## config.mk

```make
export PLATFORM = sky130hd
export DESIGN_NAME = fb_port_arbiter
export DESIGN_NICKNAME = d
export VERILOG_FILES = /design/src/rtl/fb_port_arbiter.sv
export SDC_FILE = /design/constraint.sdc
export NUM_CORES = 1
export LEC_CHECK = 0
export CAP_MARGIN = 15
export CELL_PAD_IN_SITES_DETAIL_PLACEMENT = 0
export CELL_PAD_IN_SITES_GLOBAL_PLACEMENT = 1
export CORE_MARGIN = 3
export CORE_UTILIZATION = 45
export CTS_CLUSTER_DIAMETER = 30
export DETAILED_ROUTE_END_ITERATION = 16
export GPL_TIMING_DRIVEN = 0
export PLACE_DENSITY_LB_ADDON = 0.1
export SYNTH_ARGS = -nofsm -noshare
export SYNTH_HDL_FRONTEND = slang
export SYNTH_SLANG_ARGS = --single-unit
export TNS_END_PERCENT = 50
```

## constraint.sdc

```tcl
create_clock -name i_clk -period 4.65 [get_ports i_clk]
set_clock_uncertainty 0.05 [all_clocks]
set_input_delay 0.93 -clock i_clk [delete_from_list [all_inputs] [get_ports i_clk]]
set_output_delay 0.93 -clock i_clk [all_outputs]
set_load 0.02 [all_outputs]
```

## src/rtl/fb_port_arbiter.sv

```systemverilog
// Frame-buffer port arbiter: one BRAM port shared by a display reader (strict priority),
// a buffered capture writer and a detector reader (round-robin between the latter two).
module fb_port_arbiter #(
    parameter int FIFO_DEPTH   = 4,
    parameter int STARVE_LIMIT = 64
) (
    input  logic                        i_clk,
    input  logic                        i_rstn,
    input  logic                        i_disp_req,
    input  logic [17:0]                 i_disp_addr,
    output logic [15:0]                 o_disp_rdata,
    output logic                        o_disp_rvalid,
    input  logic                        i_wr_valid,
    input  logic [17:0]                 i_wr_addr,
    input  logic [15:0]                 i_wr_data,
    output logic                        o_wr_ready,
    input  logic                        i_det_req,
    input  logic [17:0]                 i_det_addr,
    output logic                        o_det_gnt,
    output logic [15:0]                 o_det_rdata,
    output logic                        o_det_rvalid,
    output logic [17:0]                 o_bram_addr,
    output logic                        o_bram_we,
    output logic [15:0]                 o_bram_wdata,
    input  logic [15:0]                 i_bram_rdata,
    output logic [$clog2(FIFO_DEPTH):0] o_wr_level,
    output logic                        o_starve_err
);

    localparam int PW = $clog2(FIFO_DEPTH);
    localparam int LW = PW + 1;
    localparam int CW = $clog2(STARVE_LIMIT + 1);
    localparam logic [LW-1:0] LEVEL_FULL = LW'(FIFO_DEPTH);
    localparam logic [CW-1:0] STARVE_MAX = CW'(STARVE_LIMIT);

    typedef struct packed {
        logic [17:0] addr;
        logic [15:0] data;
    } wr_entry_t;

    typedef enum logic {
        RR_WRITER   = 1'b0,
        RR_DETECTOR = 1'b1
    } rr_t;

    wr_entry_t     fifo_mem [FIFO_DEPTH];
    wr_entry_t     head;
    logic [PW-1:0] wr_ptr;
    logic [PW-1:0] rd_ptr;
    logic [LW-1:0] level;
    rr_t           rr_last;
    logic [CW-1:0] starve_cnt;
    logic [CW-1:0] starve_cnt_d;
    logic [17:0]   addr_q;
    logic          disp_tag;
    logic          det_tag;
    logic          full;
    logic          empty;
    logic          push;
    logic          pop;
    logic          disp_gnt;
    logic          wr_gnt;
    logic          det_gnt;

    assign full       = (level == LEVEL_FULL);
    assign empty      = (level == '0);
    assign o_wr_ready = !full;
    assign push       = i_wr_valid && !full;
    assign pop        = wr_gnt;
    assign head       = fifo_mem[rd_ptr];
    assign o_wr_level = level;

    // Grants are forced off while reset is held so the BRAM port is quiet during reset.
    always_comb begin
        // NOTE: every signal gets a default first so no path through the block infers a latch.
        disp_gnt = 1'b0;
        wr_gnt   = 1'b0;
        det_gnt  = 1'b0;
        if (i_rstn) begin
            if (i_disp_req) begin
                disp_gnt = 1'b1;
            end else if (!empty && i_det_req) begin
                if (rr_last == RR_DETECTOR) wr_gnt  = 1'b1;
                else                        det_gnt = 1'b1;
            end else if (!empty) begin
                wr_gnt = 1'b1;
            end else if (i_det_req) begin
                det_gnt = 1'b1;
            end
        end
    end

    always_comb begin
        o_bram_addr  = addr_q;
        o_bram_we    = 1'b0;
        o_bram_wdata = '0;
        if (disp_gnt) begin
            o_bram_addr = i_disp_addr;
        end else if (wr_gnt) begin
            o_bram_addr  = head.addr;
            o_bram_we    = 1'b1;
            o_bram_wdata = head.data;
        end else if (det_gnt) begin
            o_bram_addr = i_det_addr;
        end
    end

    always_comb begin
        if (empty || wr_gnt)              starve_cnt_d = '0;
        else if (starve_cnt == STARVE_MAX) starve_cnt_d = starve_cnt;
        else                               starve_cnt_d = starve_cnt + CW'(1);
    end

    assign o_det_gnt     = det_gnt;
    assign o_disp_rdata  = i_bram_rdata;
    assign o_det_rdata   = i_bram_rdata;
    assign o_disp_rvalid = disp_tag;
    assign o_det_rvalid  = det_tag;

    // NOTE: the entry storage has no reset; the pointers and level alone define what is valid.
    always_ff @(posedge i_clk) begin
        if (push) fifo_mem[wr_ptr] <= {i_wr_addr, i_wr_data};
    end

    always_ff @(posedge i_clk or negedge i_rstn) begin
        if (!i_rstn) begin
            wr_ptr       <= '0;
            rd_ptr       <= '0;
            level        <= '0;
            rr_last      <= RR_DETECTOR;
            starve_cnt   <= '0;
            o_starve_err <= 1'b0;
            addr_q       <= '0;
            disp_tag     <= 1'b0;
            det_tag      <= 1'b0;
        end else begin
            if (push) wr_ptr <= wr_ptr + PW'(1);
            if (pop)  rd_ptr <= rd_ptr + PW'(1);
            case ({push, pop})
                2'b10:   level <= level + LW'(1);
                2'b01:   level <= level - LW'(1);
                default: level <= level;
            endcase
            if (wr_gnt)       rr_last <= RR_WRITER;
            else if (det_gnt) rr_last <= RR_DETECTOR;
            starve_cnt <= starve_cnt_d;
            if (starve_cnt_d == STARVE_MAX) o_starve_err <= 1'b1;
            addr_q   <= o_bram_addr;
            disp_tag <= disp_gnt;
            det_tag  <= det_gnt;
        end
    end

endmodule
```

==> results.cfg <==
[floorplanning]
ioPinCount = 166
placement_rows = 45
fp.dieArea_mm2 = 0.0174
starting_density = 0.465
floorplan_die_width_um = 132
core-area_mm2 = 0.0154
die_h_um = 132

[logic_synthesis]
ys_ff_latch = 172
seq_total_area_yosys = 0.697
synth_fp_nets = 528
synth_cell_types = 45
proportion_of_register_bits_with_asynchronous_set_or_reset_after_synthesis = 0.209
synthDominantAreaCellType = sky130_fd_sc_hd__edfxtp_1
synth.cell_area_mm2 = 0.00715
synth_edf_count = 136
post-synth-top-area-fraction = 0.571
post_synthesis_cell_count = 429
synth_top_cells_by_area = sky130_fd_sc_hd__edfxtp_1 57%, sky130_fd_sc_hd__dfrtp_1 12%, sky130_fd_sc_hd__mux4_2 11%
synth-warning-count = 0
postSynth.topFlopCell = sky130_fd_sc_hd__edfxtp_1
postSynthAreaPerCell_um2 = 16.7

[worst_setup_path]
timing.critical_path.cells = clkdlybuf4s50_1 -> nand2b_1 -> or3_1 -> inv_2 -> nor2_2 -> buf_2 -> a31oi_1 -> clkdlybuf4s50_1
crit_path_start_kind = primary input
worstRegToRegCells = 10
worst-path-max-fanout = 10
r2r_path_end = o_wr_level[2]
path_class = primary input to output pin
worst_ep_arrival_time_ns = 3.49
startpoint_of_the_worst_slack_reg_to_reg_timing_path = rr_last
reg2reg_slack_ns = 1.92
setup.worst_path.end = o_bram_addr[11]
critical_path.slowest_cell = sky130_fd_sc_hd__clkdlybuf4s50_1
crit_start = i_disp_req
cp.required_ns = 3.67
setup.worst_path.end_class = output pin
crit_path_frequent_cell = sky130_fd_sc_hd__clkdlybuf4s50_1
cpPeakStageDelay_ns = 0.67

[detailed_routing]
wire_length_on_met1_um = 6570
metal2_wl_um = 7130
route.top_layer_used = met4
drt-pass1-iter-count = 4
via_per_inst = 5.13
met3RoutedLength_um = 1050
detailedRoute.firstIterationViolations = 232
post_drt_wl_per_cell_um = 18.0
dr_total_vias = 4235
remaining_drc_errors = 0
ant_nets = 0
drt_total_wl_um = 14900

[finish]
filler_cell_count = 1148
post_route_cells_drive_above_1_share = 0.197
flow.area_growth_from_synthesis_pct = 33.6
num_antenna_cells = 0
mostFrequentLayoutCell = sky130_fd_sc_hd__clkdlybuf4s50_1
fin_nets = 701
most_frequent_cells_in_the_layout = 148 x sky130_fd_sc_hd__clkdlybuf4s50_1, 136 x sky130_fd_sc_hd__edfxtp_1, 41 x sky130_fd_sc_hd__nand2_1, 35 x sky130_fd_sc_hd__dfrtp_1

[clock_network]
clock_tree.htree_level_count = 4
cts-hold-fix-buffers = 0
post-cts-setup-buffer-count = 0
clkSlewWorstSetupHoldPaths_ns = 0.06
clock_tree_buffer_depth = 2
post_cts_resized = 0
cts_root_buf = sky130_fd_sc_hd__clkbuf_16
tritoncts = built
clkSinkCount = 172
clock_insertion_delay_worst_skew_ns = 0.42
tritoncts.num_buffers = 17

[pwr]
p_int_uw = 3540
relative_contribution_of_the_clock_network_to_total_power = 0.248
power.density_mw_per_mm2 = 532
switching_share = 0.304
cellLeakagePower_uw = 0.00348
seqPwrFrac = 0.424
power.net_switching_uw = 1540
p_total_uw = 5080
vdd_ir_drop_max_mv = 0.310
p_comb_frac = 0.328

[job]
max_cap_viol_count = 0

[sta]
final_hold_violation_count = 0
setup_repair_after_global_routing_missed_its_margin = no
worstMarginPinSlew_ns = 0.664
slew_violations = 0
timing.final.setup_violations = 0
period_share = 0.961
maxClockFrequency_mhz = 224
slew_headroom = 0.558
timing.setup.tns_ns = 0
timing.final.crit_period_ns = 4.47

[placement]
gp_congestion = 0.818
placement.io_buffers = 149
hpwlAfterDp_um = 10300

[global_routing]
vias_in_the_first_global_route = 4372
grt_first_pass_wirelength_um = 23600
initial_antenna_violation_count = 0
gr_overflow_total = 0
grt_util_all_layers = 0.176
largest_net_degree_at_the_start_of_global_routing = 40

[outcome]
run_status = completed

[min_path]
holdCritPathClass = primary input to async pin
[metrics by stage]
stage	hold WS, ns	instances	util	area, um^2	setup WS, ns
CTS	0.418	825	0.621	9550	0.170
finish	0.421	825	0.621	9550	0.180
floorplan	0.436	429	-	7150	1.44
global route	0.428	825	0.621	9550	0.0410
detailed placement	0.433	794	0.587	9030	0.184
global placement	0.403	789	0.579	8910	-1.31
[per-layer routing]
layer / global-route usage / vias to the layer above
met1: 0.236 / 2091
met4: 0.0531 / 0
met2: 0.281 / 165
met5: 0 / -
li1: - / 1967
met3: 0.0515 / 12
[power by group through the flow]
stage | Clock (uW) | Sequential [uW] | Combinational [uW]
final | 1260 | 2150 | 1670
after CTS | 1290 | 2160 | 1700
after detailed placement | 0 | 2190 | 1700
after global placement | 0 | 2180 | 1610
after floorplan | 0 | 2180 | 1040
after global routing | 1350 | 2180 | 1810
[registers in the layout (all words and copies together), names as in the netlist]
signal and flops:
fifo_mem 136, o_disp_rvalid 1, o_starve_err 1, o_wr_level 3
o_det_rvalid 1, wr_ptr 2, starve_cnt 7, rd_ptr 2
addr_q 18, rr_last 1
[Yosys cell counts (2+ instances only)]
library cell	count
sky130_fd_sc_hd__inv_1	12
sky130_fd_sc_hd__o21ai_0	3
sky130_fd_sc_hd__a21oi_1	3
sky130_fd_sc_hd__mux4_2	34
sky130_fd_sc_hd__xor2_1	8
sky130_fd_sc_hd__o22ai_1	18
sky130_fd_sc_hd__o21a_1	2
sky130_fd_sc_hd__nand3_1	5
sky130_fd_sc_hd__nor3_1	2
sky130_fd_sc_hd__o211ai_1	2
sky130_fd_sc_hd__clkbuf_1	5
sky130_fd_sc_hd__nand4_1	2
sky130_fd_sc_hd__buf_2	6
sky130_fd_sc_hd__nand2_1	41
sky130_fd_sc_hd__nor2_1	5
sky130_fd_sc_hd__edfxtp_1	136
sky130_fd_sc_hd__dfrtp_1	35
sky130_fd_sc_hd__and2_1	17
sky130_fd_sc_hd__and3_1	7
sky130_fd_sc_hd__buf_4	34
sky130_fd_sc_hd__a31oi_1	19
sky130_fd_sc_hd__ha_1	7
sky130_fd_sc_hd__xnor2_1	4
[worst min-delay path by stage]
| stage | slack (ns) | cells past startpoint | to | from |
|---|---|---|---|---|
| after global placement | 0.40 | 2 | o_starve_err | o_starve_err |
| after detailed placement | 0.43 | 2 | o_starve_err | o_starve_err |
| final | 0.42 | 2 | starve_cnt[0] | i_rstn |
| after CTS | 0.42 | 2 | o_starve_err | i_rstn |
| after floorplan | 0.44 | 2 | rr_last | rr_last |
| after global routing | 0.43 | 2 | o_starve_err | i_rstn |
[cells by family after synthesis]
logic type	share of synthesized area
flip-flops	0.697
AO/OA/AOI/OAI	0.0464
AND/OR/NAND/NOR	0.0609
buffers and inverters	0.0558
multiplexers	0.110
adder cells (fa/ha/maj)	0.0150
XOR/XNOR	0.0147
[critical path: cells and delay by family]
kind,cells,cell delay [ns]
buffers and inverters,4,1.57
and+or+nand+nor,3,0.76
AOI/OAI and AO/OA,1,0.24
[final cells by class]
type,instances,area (um^2),area share
plain buffers,48,339,0.0355
clock buffers,18,429,0.0449
clock inverters,13,93.8,0.00982
inverters,14,60.1,0.00629
multi-input cells,195,1770,0.185
flip-flops and latches,172,4990,0.522
well taps,211,264,0.0276
repair buffers,154,1610,0.168
No activity file was read; power rests on OpenSTA's default activity.
